**config.mk**
```make
export PLATFORM = sky130hd
export DESIGN_NAME = nram_scan_reader_flat
export DESIGN_NICKNAME = d
export VERILOG_FILES = /design/src/rtl/nram_scan_reader_if.sv /design/src/rtl/nram_scan_reader.sv /design/src/flat_wrapper.sv
export SDC_FILE = /design/constraint.sdc
export NUM_CORES = 1
export LEC_CHECK = 0
export CORE_MARGIN = 1
export CORE_UTILIZATION = 48
export DETAILED_ROUTE_END_ITERATION = 7
export PLACE_DENSITY = 0.83
export RECOVER_POWER = 25
export SLEW_MARGIN = 0
export SYNTH_ARGS = -nofsm -noshare
export SYNTH_HDL_FRONTEND = slang
export SYNTH_SLANG_ARGS = --single-unit
export TNS_END_PERCENT = 50
```
**constraint.sdc**
```tcl
create_clock -name clk -period 2 [get_ports clk]
set_clock_uncertainty 0.1 [all_clocks]
set_input_delay 0.4 -clock clk [delete_from_list [all_inputs] [get_ports clk]]
set_output_delay 0.4 -clock clk [all_outputs]
set_load 0.01 [all_outputs]
```
**src/rtl/nram_scan_reader_if.sv**
```systemverilog
// nram_scan_reader_if: valid/ready word stream carrying one NRAM word and its address.
// master drives valid/data/addr and samples ready; slave is the consumer side.
interface nram_scan_reader_if #(
    parameter int unsigned WIDTH = 8,
    parameter int unsigned AW    = 1
);
    logic             io_out_valid;
    logic             io_out_ready;
    logic [WIDTH-1:0] io_out_data;
    logic [AW-1:0]    io_out_addr;

    modport master (
        output io_out_valid,
        output io_out_data,
        output io_out_addr,
        input  io_out_ready
    );

    modport slave (
        input  io_out_valid,
        input  io_out_data,
        input  io_out_addr,
        output io_out_ready
    );
endinterface : nram_scan_reader_if

```
**src/rtl/nram_scan_reader.sv**
```systemverilog
// nram_scan_reader: snapshots all NRAM words on io_start and streams them out
// lowest address first over a valid/ready interface.
// Optional feature macro: NRAM_RD_CHECKSUM_EN adds io_checksum, the running XOR
// of the words transferred in the current scan.
module nram_scan_reader #(
    parameter int unsigned WIDTH = 8,
    parameter int unsigned DEPTH = 2,
    parameter int unsigned AW    = $clog2(DEPTH)
) (
    input  logic                   clk,
    input  logic                   reset,
    input  logic [DEPTH*WIDTH-1:0] io_Qbus,
    input  logic                   io_start,
    output logic                   io_busy,
    output logic                   io_done,
`ifdef NRAM_RD_CHECKSUM_EN
    output logic [WIDTH-1:0]       io_checksum,
`endif
    nram_scan_reader_if.master     out
);

    localparam logic [AW-1:0] LAST_ADDR = AW'(DEPTH - 1);

    typedef enum logic [1:0] {
        S_IDLE,
        S_SCAN,
        S_DONE
    } state_e;

    state_e                       state_q, state_d;
    logic [AW-1:0]                addr_q, addr_d;
    logic [DEPTH-1:0][WIDTH-1:0]  snap_q, snap_d;
    logic                         valid_q, valid_d;
    logic                         busy_q, busy_d;
    logic                         done_q, done_d;
    logic [WIDTH-1:0]             cur_word_c;
    logic                         xfer_c;
`ifdef NRAM_RD_CHECKSUM_EN
    logic [WIDTH-1:0]             csum_q, csum_d;
`endif

    // Word currently presented: snapshot indexed by the address register only.
    assign cur_word_c = snap_q[addr_q];
    assign xfer_c     = valid_q & out.io_out_ready;

    // Next-state, address, snapshot and output-flag computation.
    always_comb begin
        state_d = state_q;
        addr_d  = addr_q;
        snap_d  = snap_q;
`ifdef NRAM_RD_CHECKSUM_EN
        csum_d  = csum_q;
`endif
        case (state_q)
            S_IDLE: begin
                if (io_start) begin
                    snap_d  = io_Qbus;
                    addr_d  = '0;
                    state_d = S_SCAN;
`ifdef NRAM_RD_CHECKSUM_EN
                    csum_d  = '0;
`endif
                end
            end
            S_SCAN: begin
                if (xfer_c) begin
`ifdef NRAM_RD_CHECKSUM_EN
                    csum_d = csum_q ^ cur_word_c;
`endif
                    if (addr_q == LAST_ADDR) begin
                        addr_d  = '0;
                        state_d = S_DONE;
                    end else begin
                        addr_d = addr_q + AW'(1);
                    end
                end
            end
            S_DONE: begin
                state_d = S_IDLE;
            end
            default: begin
                state_d = S_IDLE;
                addr_d  = '0;
            end
        endcase
        // Output flags follow the next state so they come straight from flops.
        valid_d = (state_d == S_SCAN);
        busy_d  = (state_d != S_IDLE);
        done_d  = (state_d == S_DONE);
    end

    // State and output registers; reset aborts any scan in progress.
    always_ff @(posedge clk or posedge reset) begin
        if (reset) begin
            state_q <= S_IDLE;
            addr_q  <= '0;
            snap_q  <= '0;
            valid_q <= 1'b0;
            busy_q  <= 1'b0;
            done_q  <= 1'b0;
`ifdef NRAM_RD_CHECKSUM_EN
            csum_q  <= '0;
`endif
        end else begin
            state_q <= state_d;
            addr_q  <= addr_d;
            snap_q  <= snap_d;
            valid_q <= valid_d;
            busy_q  <= busy_d;
            done_q  <= done_d;
`ifdef NRAM_RD_CHECKSUM_EN
            csum_q  <= csum_d;
`endif
        end
    end

    assign out.io_out_valid = valid_q;
    assign out.io_out_data  = cur_word_c;
    assign out.io_out_addr  = addr_q;
    assign io_busy          = busy_q;
    assign io_done          = done_q;
`ifdef NRAM_RD_CHECKSUM_EN
    assign io_checksum      = csum_q;
`endif

endmodule : nram_scan_reader

```
**src/flat_wrapper.sv**
```systemverilog
// flat-port wrapper written by rule: the top's interface ports become plain ports
module nram_scan_reader_flat 
#(
    parameter int unsigned WIDTH = 8,
    parameter int unsigned DEPTH = 2,
    parameter int unsigned AW    = $clog2(DEPTH)
)
  (clk, reset, io_Qbus, io_start, io_busy, io_done, out_io_out_valid, out_io_out_data, out_io_out_addr, out_io_out_ready);
  nram_scan_reader_if #(.WIDTH(WIDTH), .AW(AW)) out_i ();
  input  logic clk;
  input  logic reset;
  input  logic [DEPTH*WIDTH-1:0] io_Qbus;
  input  logic io_start;
  output logic io_busy;
  output logic io_done;
  output wire logic [$bits(out_i.io_out_valid)-1:0] out_io_out_valid;
  output wire logic [$bits(out_i.io_out_data)-1:0] out_io_out_data;
  output wire logic [$bits(out_i.io_out_addr)-1:0] out_io_out_addr;
  input wire logic [$bits(out_i.io_out_ready)-1:0] out_io_out_ready;
  assign out_io_out_valid = out_i.io_out_valid;
  assign out_io_out_data = out_i.io_out_data;
  assign out_io_out_addr = out_i.io_out_addr;
  assign out_i.io_out_ready = out_io_out_ready;
  nram_scan_reader #(.WIDTH(WIDTH), .DEPTH(DEPTH), .AW(AW)) u_core (.clk(clk), .reset(reset), .io_Qbus(io_Qbus), .io_start(io_start), .io_busy(io_busy), .io_done(io_done), .out(out_i));
endmodule
```
==> results_dict.tcl, run 1 <==
set metrics [dict create \
    outcome "finished clean" \
    rsz0062_at_grt "true" \
    die_w_um 47.2 \
    synth_largest_area_cell "dfrtp_1" \
    dieArea_um2 2230 \
    p_leak_nw 0.616 \
    pwr_density_cell_nw_per_um2 1520 \
    port_buffers 31 \
    numCtsBuffers 3 \
    first_iter_violations 6 \
    fillerInstances 123 \
    tns_ps 0 \
    chipHeight_um 47.2 \
    ys_top_cells_by_area "dfrtp_1, mux2_2, mux2_4" \
    layout-drive-gt1-share_pct 32.0 \
    cp-start-kind "flip-flop" \
    synthArstFlopShare_pct 100 \
    synth-main-ff-cell "dfrtp_1" \
    yosysSeqAreaShare_pct 56.1 \
    post-route-drc-count 0 \
    layoutNonFillerInstCount 125 \
    holdBufCountCts 0 \
    synth_edf_count 0 \
    grt_first_pass_wirelength_mm 2.77 \
    synth_commonest_cells "dfrtp_1, mux2_2, mux2_4, nor2_1" \
    yosysUniqueCellTypes 15 \
    peakVddDrop_mv 1.01 \
    synth.most_common_cell "dfrtp_1" \
    cp_slowest_stage_delay_ps 390 \
    layout-area-overhead-vs-synth_pct 41.1 \
    worstSetupPathType "reg -> out" \
    cp_slowest_cell "dfrtp_1" \
    place_inst 121 \
    drv_cap 0 \
    track_usage_pct 19.4 \
    vias_per_cell 4.75 \
    crit_required_ps 1500 \
    clk_pin_slew_worst_paths_ps 120 \
    dp_hpwl_mm 1.29 \
    drtPass1Iterations 3 \
    synth_top_area_share_pct 56.1 \
    slew_headroom_pct 25.2 \
    finalCritPeriodShare_pct 96.8 \
    worst_slew_pin_slew_ps 1120 \
    grt_max_degree 23 \
    synth_nets 84 \
    fmax_ghz 0.517 \
    rows 15 \
    wl_mm 1.74 \
    initial_core_util_pct 53.9 \
    finalSetupViolations 0 \
    reg2regPathDepth 3 \
    endpoint_kind "output pin" \
    cp.arrival_ps 1440 \
    hold_depth 1 \
    ys_seq_elements 22 \
    finalPower_mw 2.10 \
    cts_tree "done" \
    drv_slew 0 \
    antenna_found_initial 0 \
    diodes 0 \
    min_period_ps 1940 \
    place_congestion 0.680 \
    crit_chain "buf_6 > mux2_2 > clkdlybuf4s15_1" \
    yosysWarnings 0 \
    via_count 594 \
    synthesis.area_um2 981 \
    synth_cells 64 \
    crit_fanout 8 \
    grt_pass1_vias 597 \
    wl_per_cell_um 13.9 \
    worstSkewPairLatency_ps 310 \
    clock_path_buffers 2 \
    pin_count 32 \
    clock-sinks 22 \
    nets 121 \
    min_path_type "reg -> reg" \
    core_area_um2 1820 \
    htree_levels 1 \
    overflow 0 \
    ant_nets 0 \
    syn_avg_cell_area_um2 15.3 \
    cts-root-buf "clkbuf_4" \
    hold_violations 0 \
]
-- area by class of cell --
type / count / area, um^2 / share of cell area (%)
clock buffer: 3 / 22.5 / 1.63
clock inverter: 1 / 30.0 / 2.17
inverter: 2 / 7.51 / 0.542
multi-input combinational: 38 / 407 / 29.4
sequential: 22 / 551 / 39.8
tap: 25 / 31.3 / 2.26
timing repair buffer: 34 / 335 / 24.2
-- power by group --
| part | switching [mW] | internal (mW) |
|---|---|---|
| combinational | 0.352 | 0.628 |
| sequential | 0.130 | 0.654 |
| clock | 0.134 | 0.203 |
| total | 0.615 | 1.48 |
-- logic make-up (layout without fill, tap and decap cells) --
| family | count (synthesis) | after routing | share of synthesized area (%) |
|---|---|---|---|
| buffers and inverters | 4 | 40 | 2.42 |
| flip-flops | 22 | 22 | 56.1 |
| AO/OA/AOI/OAI | 3 | 3 | 2.04 |
| multiplexers | 24 | 24 | 31.4 |
| AND/OR/NAND/NOR | 10 | 10 | 7.14 |
| XOR/XNOR | 1 | 1 | 0.893 |
-- per-stage QoR --
stage / instance area (um^2) / hold WS [ps] / utilization (%) / setup WS, ps
2_1_floorplan: 981 / 289 / - / 506
3_3_place_gp: 1330 / 363 / 73.0 / 105
3_5_place_dp: 1330 / 387 / 73.0 / 42.2
4_1_cts: 1380 / 314 / 75.5 / 10.4
5_1_grt: 1380 / 427 / 76.0 / -21.5
6_report: 1380 / 412 / 76.0 / 64.0
-- metal layers --
| layer | share of wire [%] | global-route usage, % |
|---|---|---|
| met5 | 0 | 0 |
| met4 | 1.7 | 13.7 |
| met3 | 6.0 | 4.23 |
| met2 | 48 | 31.4 |
| met1 | 45 | 22.9 |
-- state kept, by name (all words and copies together) (netlist names) --
register,cells
u_core.snap_q,16
u_core.state_q,2
u_core.io_busy,1
u_core.out.io_out_valid,1
u_core.io_done,1
u_core.out.io_out_addr,1
-- placed cells by master, fill, tap and decap left out, types with 2 or more instances in the layout --
| master | Yosys | routed |
|---|---|---|
| clkdlybuf4s50_1 | 0 | 22 |
| dfrtp_1 | 22 | 22 |
| mux2_2 | 14 | 14 |
| mux2_4 | 10 | 10 |
| clkdlybuf4s15_1 | 0 | 7 |
| nor2_1 | 4 | 4 |
| clkbuf_4 | 0 | 3 |
| nand3_1 | 2 | 2 |
| inv_1 | 2 | 2 |
| o21a_1 | 2 | 2 |
| buf_6 | 1 | 2 |
-- timing repair --
action / 4_1_cts / 5_1_grt
gates cloned: 0 / 0
hold endpoints to repair: 0 / 0
endpoints found under the setup margin: 8 / 8
setup buffers: 0 / 0
gates resized for setup: 9 / 8
-- path summary, 6_finish.rpt --
path	endpoint	slack, ps	from
worst max register to register	u_core.snap_q[7]	540	u_core.state_q[1]
worst min register to register	u_core.io_busy	410	u_core.state_q[1]
min in group asynchronous	u_core.snap_q[0]	770	reset
worst min-delay path	u_core.io_busy	410	u_core.state_q[1]
max in group asynchronous	u_core.snap_q[12]	360	reset
worst max-delay path	out_io_out_data[6]	60	u_core.out.io_out_addr
-- worst max-delay path, delay by kind of cell, from the launching register on --
kind	cells	cell delay, ps
multiplexers	1	350
buffers and inverters	2	380
flip-flops	1	390
No activity file was read; power rests on OpenSTA's default activity.
==> run 2: changes to the inputs <==
CORE_UTILIZATION = 40   (was 48)
PLACE_DENSITY = 0.74   (was 0.83)
clock period = 1.7 ns   (was 2 ns; I/O delays follow)
==> results_dict.tcl, run 2 (same netlist as run 1, synthesis figures left out) <==
set metrics [dict create \
    outcome "complete, but fails checks" \
    violations "setup timing" \
    peakVddDrop_mv 1.44 \
    p_comb_share_pct 52.4 \
    min_period_ps 1760 \
    p_sw_uw 773 \
    r2r_start "u_core.state_q[1]" \
    place_inst 127 \
    post_cts_buffers 0 \
    switching_share_pct 28.1 \
    wl_mm 1.77 \
    cp_slowest_cell "dfrtp_1" \
    clock-sinks 22 \
    power.share.clock_pct 14.0 \
    drv_slew 0 \
    wl_per_cell_um 13.5 \
    numCtsBuffers 3 \
    worstSkewPairLatency_ps 300 \
    cts_tree "done" \
    tns_ps -428 \
    grt_first_pass_wirelength_mm 2.97 \
    reg2regPathDepth 4 \
    pwr-share-seq_pct 33.6 \
    finalSetupViolations 8 \
    cp.arrival_ps 1320 \
    final_cell_mix "dfrtp_1, clkdlybuf4s50_1, mux2_4, buf_6, mux2_2" \
    holdBufCountCts 0 \
    cp_slowest_stage_delay_ps 430 \
    dieArea_um2 2650 \
    place_area_um2 1390 \
    regMostFlops "u_core.snap_q" \
    via_count 615 \
    rsz0062_at_grt "true" \
    min_to "u_core.io_busy" \
    fmax_ghz 0.568 \
    p_int_mw 1.98 \
    setup_slack_ps -59.8 \
    grt_pass1_vias 668 \
    r2r_slack_ps 330 \
    clk_pin_slew_worst_paths_ps 120 \
    htree_levels 1 \
    vias_per_cell 4.69 \
    initial_core_util_pct 43.5 \
    rows 17 \
    ant_nets 0 \
    place_congestion 0.760 \
    worst_slew_pin_slew_ps 524 \
    dp_hpwl_mm 1.35 \
    core_area_um2 2250 \
    grt_max_degree 23 \
    post-route-drc-count 0 \
    p_leak_nw 0.692 \
    layout-drive-gt1-share_pct 42.7 \
    overflow 0 \
    cts-root-buf "clkbuf_4" \
    nets 124 \
    hold_depth 1 \
    track_usage_pct 15.3 \
    first_iter_violations 7 \
    hold_violations 0 \
    port_buffers 31 \
    largest_reg_flops 16 \
    crit_required_ps 1260 \
    worst_r2r_endpoint "u_core.snap_q[4]" \
    hp-start "u_core.state_q[1]" \
    cts.repair.resized 41 \
    cp-start-kind "flip-flop" \
    mostFrequentLayoutCell "dfrtp_1" \
    die_w_um 51.5 \
    reg.largest.list "u_core.snap_q x16, u_core.state_q x2" \
    drtPass1Iterations 3 \
    worstSetupPathType "reg -> out" \
    layout-area-overhead-vs-synth_pct 51.3 \
    slew_headroom_pct 65.1 \
    finalCritPeriodShare_pct 104 \
    pin_count 32 \
    drv_cap 0 \
    chipHeight_um 51.5 \
    finalPower_mw 2.75 \
    clock_path_buffers 2 \
    crit_chain "buf_12 > mux2_4 > buf_6" \
    min_path_type "reg -> reg" \
    layoutNonFillerInstCount 131 \
    pwr_density_cell_nw_per_um2 1850 \
    endpoint_kind "output pin" \
    finish.instance_area_um2 1480 \
    final_core_util_pct 65.8 \
    antenna_found_initial 0 \
    crit_fanout 8 \
    diodes 0 \
]
==> run 2: final cells by class <==
class	instances	area, um^2
clock buffer	3	22.5
clock inverter	1	30.0
fill	182	771
inverter	2	7.51
multi-input combinational	38	437
sequential	22	551
tap	28	35.0
timing repair buffer	37	402
==> run 2: worst max-delay path, delay by kind of cell (launching register included) <==
family | cells | cell delay [ps]
DFF | 1 | 430
buffers and inverters | 2 | 280
muxes | 1 | 300
==> run 2: worst max-delay path by stage <==
stage,from,endpoint,cells after the start
finish,u_core.out.io_out_addr,out_io_out_data[7],3
global route,u_core.out.io_out_addr,out_io_out_data[7],3
CTS,u_core.out.io_out_addr,out_io_out_data[0],3
detailed placement,io_start,u_core.snap_q[4],5
global placement,io_start,u_core.snap_q[4],5
floorplan,u_core.out.io_out_addr,out_io_out_data[0],2
==> run 2: power by group through the flow <==
stage / Combinational, mW / Sequential, mW / Clock [mW]
floorplan: 0.721 / 0.903 / 0
global placement: 1.29 / 0.917 / 0
detailed placement: 1.31 / 0.928 / 0
CTS: 1.34 / 0.920 / 0.401
global route: 1.53 / 0.959 / 0.428
finish: 1.44 / 0.925 / 0.385
==> run 2: per-layer routing <==
metal,track usage (%),wire (um)
met5,0,0
met4,0,0
met3,4.39,80
met2,26.6,914
met1,20.2,777
==> run 2: through the flow <==
step	hold slack, ps	worst slack [ps]
6_report	383	-59.8
5_1_grt	421	-119
4_1_cts	255	-79.4
3_5_place_dp	379	-81.9
3_3_place_gp	362	-64.9
2_1_floorplan	229	266
==> run 3: changes to the inputs <==
CTS_CLUSTER_DIAMETER = 150   (was unset)
==> results of run 3 <==
Same layout as run 2: the final DEF is identical, and so are final timing and power.
